--- config.mk ---
export PLATFORM = sky130hd
export DESIGN_NAME = sobig_multiplication
export DESIGN_NICKNAME = d
export VERILOG_FILES = /design/src/rtl/sobig_arith_pkg.sv /design/src/rtl/sobig_mul_step.sv /design/src/rtl/sobig_multiplication.sv
export SDC_FILE = /design/constraint.sdc
export NUM_CORES = 1
export LEC_CHECK = 0
export CAP_MARGIN = 10
export CORE_ASPECT_RATIO = 1.2
export CORE_UTILIZATION = 55
export CTS_CLUSTER_SIZE = 10
export DETAILED_ROUTE_END_ITERATION = 16
export DONT_BUFFER_PORTS = 1
export PLACE_DENSITY = 0.73
export SLEW_MARGIN = 20
export SYNTH_ARGS = -nofsm -noshare
export SYNTH_HDL_FRONTEND = slang
export SYNTH_SLANG_ARGS = --single-unit
--- constraint.sdc ---
create_clock -name systclk -period 17.5 [get_ports systclk]
set_input_delay 3.5 -clock systclk [delete_from_list [all_inputs] [get_ports systclk]]
set_output_delay 3.5 -clock systclk [all_outputs]
set_load 0.005 [all_outputs]
--- src/rtl/sobig_arith_pkg.sv ---
// Shared arithmetic datapath definitions: default widths, sequencer state
// encoding and counter sizing, common to the multiplier and divider.
package sobig_arith_pkg;

  localparam int WIDTH_DEF = 64;
  localparam int DOTW_DEF  = 7;
  localparam int CNT_W     = $clog2(WIDTH_DEF + 1);

  typedef enum logic [1:0] {
    IDLE = 2'd0,
    RUN  = 2'd1,
    DONE = 2'd2
  } state_e;

endpackage

--- src/rtl/sobig_mul_step.sv ---
// One radix-2 shift-add step: conditionally add the multiplicand into the
// upper half of the accumulator, then shift {carry,acc} and the multiplier.
module sobig_mul_step #(
  parameter int WIDTH = 64
) (
  input  logic [2*WIDTH-1:0] acc_i,
  input  logic [WIDTH-1:0]   mplr_i,
  input  logic [WIDTH-1:0]   mcand_i,
  output logic [2*WIDTH-1:0] acc_o,
  output logic [WIDTH-1:0]   mplr_o
);

  logic [WIDTH:0] sum;

  always_comb begin
    sum    = {1'b0, acc_i[2*WIDTH-1:WIDTH]} + (mplr_i[0] ? {1'b0, mcand_i} : '0);
    // the carry out of the add becomes the new accumulator MSB
    acc_o  = {sum, acc_i[WIDTH-1:1]};
    mplr_o = {1'b0, mplr_i[WIDTH-1:1]};
  end

endmodule

--- src/rtl/sobig_multiplication.sv ---
// Sequential sign-magnitude fixed-point multiplier, one multiplier bit per clock.
// Optional EARLY_EXIT_EN: finish as soon as the remaining multiplier bits are zero.
module sobig_multiplication
  import sobig_arith_pkg::*;
#(
  parameter int WIDTH = WIDTH_DEF,
  parameter int DOTW  = DOTW_DEF
) (
  input  logic               systclk,
  input  logic               systrst,
  input  logic               init,
  input  logic [WIDTH-1:0]   num1,
  input  logic [WIDTH-1:0]   num2,
  input  logic [DOTW-1:0]    dotplace1,
  input  logic [DOTW-1:0]    dotplace2,
  input  logic               sign1,
  input  logic               sign2,
  output logic [2*WIDTH-1:0] result,
  output logic [DOTW:0]      dotplaceresult,
  output logic               signresult,
  output logic               busy,
  output logic               calcover
);

  localparam int CNTW = $clog2(WIDTH + 1);
  localparam logic [CNTW-1:0] LAST_CNT = CNTW'(WIDTH - 1);
`ifdef EARLY_EXIT_EN
  localparam logic [CNTW-1:0] WIDTH_C = CNTW'(WIDTH);
`endif

  state_e             state_q, state_d;
  logic [2*WIDTH-1:0] acc_q, acc_d;
  logic [WIDTH-1:0]   mcand_q, mcand_d;
  logic [WIDTH-1:0]   mplr_q, mplr_d;
  logic [DOTW-1:0]    dp1_q, dp1_d, dp2_q, dp2_d;
  logic               s1_q, s1_d, s2_q, s2_d;
  logic [CNTW-1:0]    cnt_q, cnt_d;
  logic [2*WIDTH-1:0] result_q, result_d;
  logic [DOTW:0]      dpr_q, dpr_d;
  logic               sr_q, sr_d;
  logic               busy_q, busy_d;
  logic               calcover_q, calcover_d;

  logic [2*WIDTH-1:0] step_acc;
  logic [WIDTH-1:0]   step_mplr;

  sobig_mul_step #(.WIDTH(WIDTH)) u_step (
    .acc_i   (acc_q),
    .mplr_i  (mplr_q),
    .mcand_i (mcand_q),
    .acc_o   (step_acc),
    .mplr_o  (step_mplr)
  );

  always_comb begin
    state_d    = state_q;
    acc_d      = acc_q;
    mcand_d    = mcand_q;
    mplr_d     = mplr_q;
    dp1_d      = dp1_q;
    dp2_d      = dp2_q;
    s1_d       = s1_q;
    s2_d       = s2_q;
    cnt_d      = cnt_q;
    result_d   = result_q;
    dpr_d      = dpr_q;
    sr_d       = sr_q;
    busy_d     = busy_q;
    calcover_d = 1'b0;
    case (state_q)
      IDLE: begin
        if (init) begin
          mcand_d = num1;
          mplr_d  = num2;
          dp1_d   = dotplace1;
          dp2_d   = dotplace2;
          s1_d    = sign1;
          s2_d    = sign2;
          acc_d   = '0;
          cnt_d   = '0;
          busy_d  = 1'b1;
          state_d = RUN;
        end
      end
      RUN: begin
        acc_d  = step_acc;
        mplr_d = step_mplr;
        cnt_d  = cnt_q + 1'b1;
        if (cnt_q == LAST_CNT) begin
          state_d = DONE;
        end
`ifdef EARLY_EXIT_EN
        else if (step_mplr == '0) begin
          // remaining shifts are pure right shifts of the accumulator
          acc_d   = step_acc >> (WIDTH_C - cnt_d);
          state_d = DONE;
        end
`endif
      end
      DONE: begin
        result_d   = acc_q;
        dpr_d      = {1'b0, dp1_q} + {1'b0, dp2_q};
        sr_d       = s1_q ^ s2_q;
        calcover_d = 1'b1;
        busy_d     = 1'b0;
        state_d    = IDLE;
      end
      default: state_d = IDLE;
    endcase
  end

  always_ff @(posedge systclk or posedge systrst) begin
    if (systrst) begin
      state_q    <= IDLE;
      acc_q      <= '0;
      mcand_q    <= '0;
      mplr_q     <= '0;
      dp1_q      <= '0;
      dp2_q      <= '0;
      s1_q       <= 1'b0;
      s2_q       <= 1'b0;
      cnt_q      <= '0;
      result_q   <= '0;
      dpr_q      <= '0;
      sr_q       <= 1'b0;
      busy_q     <= 1'b0;
      calcover_q <= 1'b0;
    end else begin
      state_q    <= state_d;
      acc_q      <= acc_d;
      mcand_q    <= mcand_d;
      mplr_q     <= mplr_d;
      dp1_q      <= dp1_d;
      dp2_q      <= dp2_d;
      s1_q       <= s1_d;
      s2_q       <= s2_d;
      cnt_q      <= cnt_d;
      result_q   <= result_d;
      dpr_q      <= dpr_d;
      sr_q       <= sr_d;
      busy_q     <= busy_d;
      calcover_q <= calcover_d;
    end
  end

  assign result         = result_q;
  assign dotplaceresult = dpr_q;
  assign signresult     = sr_q;
  assign busy           = busy_q;
  assign calcover       = calcover_q;

endmodule

==> results_dict.tcl <==
set metrics [dict create \
    status "finished clean" \
    grt_overflow 0 \
    cts-root-buf "clkbuf_16" \
    synth_area_per_cell_sq_um 9.64 \
    drive_above_1_share_pct 8.58 \
    dr.pass1.iters 5 \
    yosys.area.top_type_share_pct 51.4 \
    dp.cells 2477 \
    max-slew-margin-rel_pct 25.6 \
    synth_area_leader_cell "dfrtp_1" \
    arrival_ns 5.91 \
    tightest_slew_ns 1.12 \
    worst-path-stages 4 \
    cts_hold_buf 0 \
    grt_pass1_vias 14900 \
    fp.dieW_microns 178 \
    clock_latency_ns 0.56 \
    drt_iter0_markers 968 \
    critPathTopFamily "simple AND/OR/NAND/NOR gates" \
    clock_path_buffers 3 \
    cts_sinks 420 \
    place_congestion 0.888 \
    ys_seq_area_share_pct 51.4 \
    h-tree-depth 2 \
    ys_ff_latch 420 \
    port_buffers 0 \
    ant_nets 0 \
    cp_data_required_time_ns 17.93 \
    viasPerCell 5.87 \
    start_util_pct 55.7 \
    hold-path-cell-count 2 \
    reg2reg_depth 13 \
    routedWlPerCell_microns 18.5 \
    synth-async-reset-ratio_pct 100 \
    max-cap-violations 0 \
    cts_setup_buffers 0 \
    irDropWorstVdd_mv 0.0668 \
    fillerInstances 3035 \
    synth-edff-count 0 \
    hold_viol_final 0 \
    grt_max_degree 128 \
    syn_area_sq_um 20500 \
    critPathBufInv 1 \
    synth_fp_nets 2343 \
    place_ws_ns 11.45 \
    cts_tree "yes" \
    fin_setup_tns_ns 0 \
    track_usage_pct 24.7 \
    fp.coreArea_sq_um 36700 \
    vias 14900 \
    drc 0 \
    crit_slowest_cell "nor2b_4" \
    rsz0062_at_grt "false" \
    worstSetupPathType "in2reg" \
    yosys-top-cells-count "572 x nand2_1, 420 x dfrtp_1, 168 x o21ai_0, 149 x a21oi_1, 116 x clkbuf_1" \
    die_h_microns 213 \
    fin_crit_ns 5.48 \
    synthesis.instances 2122 \
    critPathMaxFanout 65 \
    synth.distinct_cells 63 \
    worstPathCellList "nor2b_1 > nor2b_4 > buf_4 > mux2_2" \
    leakage_nw 11.0 \
    cp-start-kind "input port" \
    powerDensity_nw_per_um2 121 \
    fin_skew_ns 0.0208 \
    fmax_mhz 183 \
    dieArea_sq_um 38000 \
    synthTopCellsByArea "dfrtp_1 51%, nand2_1 10%, ha_1 4.4%" \
    worst_slack_ns 12.02 \
    stdcell_count 2537 \
    wirelength_microns 47100 \
    drv_slew 0 \
    yosysWarnings 0 \
    max_stage_delay_ns 0.89 \
    finalCritPeriodShare_pct 31.3 \
    clkTransAtPathRegs_ns 0.05 \
    antenna_found_initial 1 \
    cts_buffers 48 \
    setup_viol 0 \
    yosysMostFrequentCell "nand2_1" \
    io_pins 286 \
    grt_pass1_wl_microns 75300 \
    end_kind "flop" \
    rows 77 \
    nets 2275 \
    synth_ff_type "dfrtp_1" \
    dp_hpwl_microns 31400 \
    area_growth_pct 7.74 \
    worstHoldPathType "reg2reg" \
    cts_resized 0 \
    design_power_total_mw 2.67 \
]
registers in the layout, summed over array words and instances (netlist names), 2 cells and up:
signal,count
mcand_q,64
dotplaceresult,8
mplr_q,64
dp2_q,7
cnt_q,7
state_q,2
result,128
acc_q,128
dp1_q,7
metrics by stage:
step	instance area (sq um)	utilization, %	hold slack, ns
floorplan	20500	-	0.439
global placement	20700	56.4	0.457
detailed placement	20700	56.4	0.461
CTS	22000	60.0	0.471
global route	22000	60.0	0.494
finish	22000	60.0	0.470
cells by family (layout without fill, tap and decap cells):
logic type	Yosys count	count (layout)	synth area share, %
AO/OA/AOI/OAI	510	510	15.8
XOR/XNOR	62	62	2.66
adder cells (fa/ha/maj)	74	74	4.60
buffers and inverters	159	99	2.95
flip-flops	420	420	51.4
multiplexers	79	79	4.34
other	0	1	0
AND/OR/NAND/NOR	818	818	18.3
area by class of cell:
| type | instances | area, sq um | area share (%) |
|---|---|---|---|
| Inverter | 27 | 111 | 0.505 |
| Multi-Input combinational cell | 1543 | 9370 | 42.5 |
| Antenna cell | 1 | 2.50 | 0.0114 |
| Tap cell | 474 | 593 | 2.69 |
| Sequential cell | 420 | 10500 | 47.7 |
| Clock buffer | 56 | 1290 | 5.87 |
| Clock inverter | 2 | 21.3 | 0.0965 |
| Timing Repair Buffer | 14 | 125 | 0.568 |
per-layer routing:
layer  track usage, %  vias to the layer above  wire [microns]
li1                 -                     7111               -
met1             31.3                     7269           19900
met2             41.2                      411           22600
met3             4.68                      105            2780
met4             10.5                        0            1790
met5                0                        -               0
power breakdown:
part	internal, mW	switching [mW]
Clock	0.512	0.365
Sequential	1.11	0.119
Combinational	0.238	0.317
Total	1.86	0.802
final timing paths:
| check | to | slack (ns) | from |
|---|---|---|---|
| min in group asynchronous | dotplaceresult[0] | 2.96 | systrst |
| worst max-delay path | mcand_q[52] | 12.02 | init |
| worst min register to register | result[0] | 0.47 | acc_q[0] |
| worst max register to register | acc_q[113] | 13.49 | mplr_q[0] |
| max in group asynchronous | acc_q[19] | 13.05 | systrst |
| worst min-delay path | result[0] | 0.47 | acc_q[0] |
tightest hold or removal path, cell delays in order (launching register included):
cell and delay, ns:
dfrtp_1 0.34, nand2_1 0.05, nand2_1 0.05
placed cells by master, fill, tap and decap left out, types with 28 or more instances in the layout:
cell,netlist,routed
a21o_1,37,37
xnor2_1,36,36
a21oi_1,149,149
nand2_1,572,572
and3b_1,60,60
nor2_1,28,28
clkbuf_16,0,50
ha_1,72,72
a22o_1,70,70
and2_1,65,65
o21ai_0,168,168
dfrtp_1,420,418
mux2_2,78,78
No activity file was read; power rests on OpenSTA's default activity.
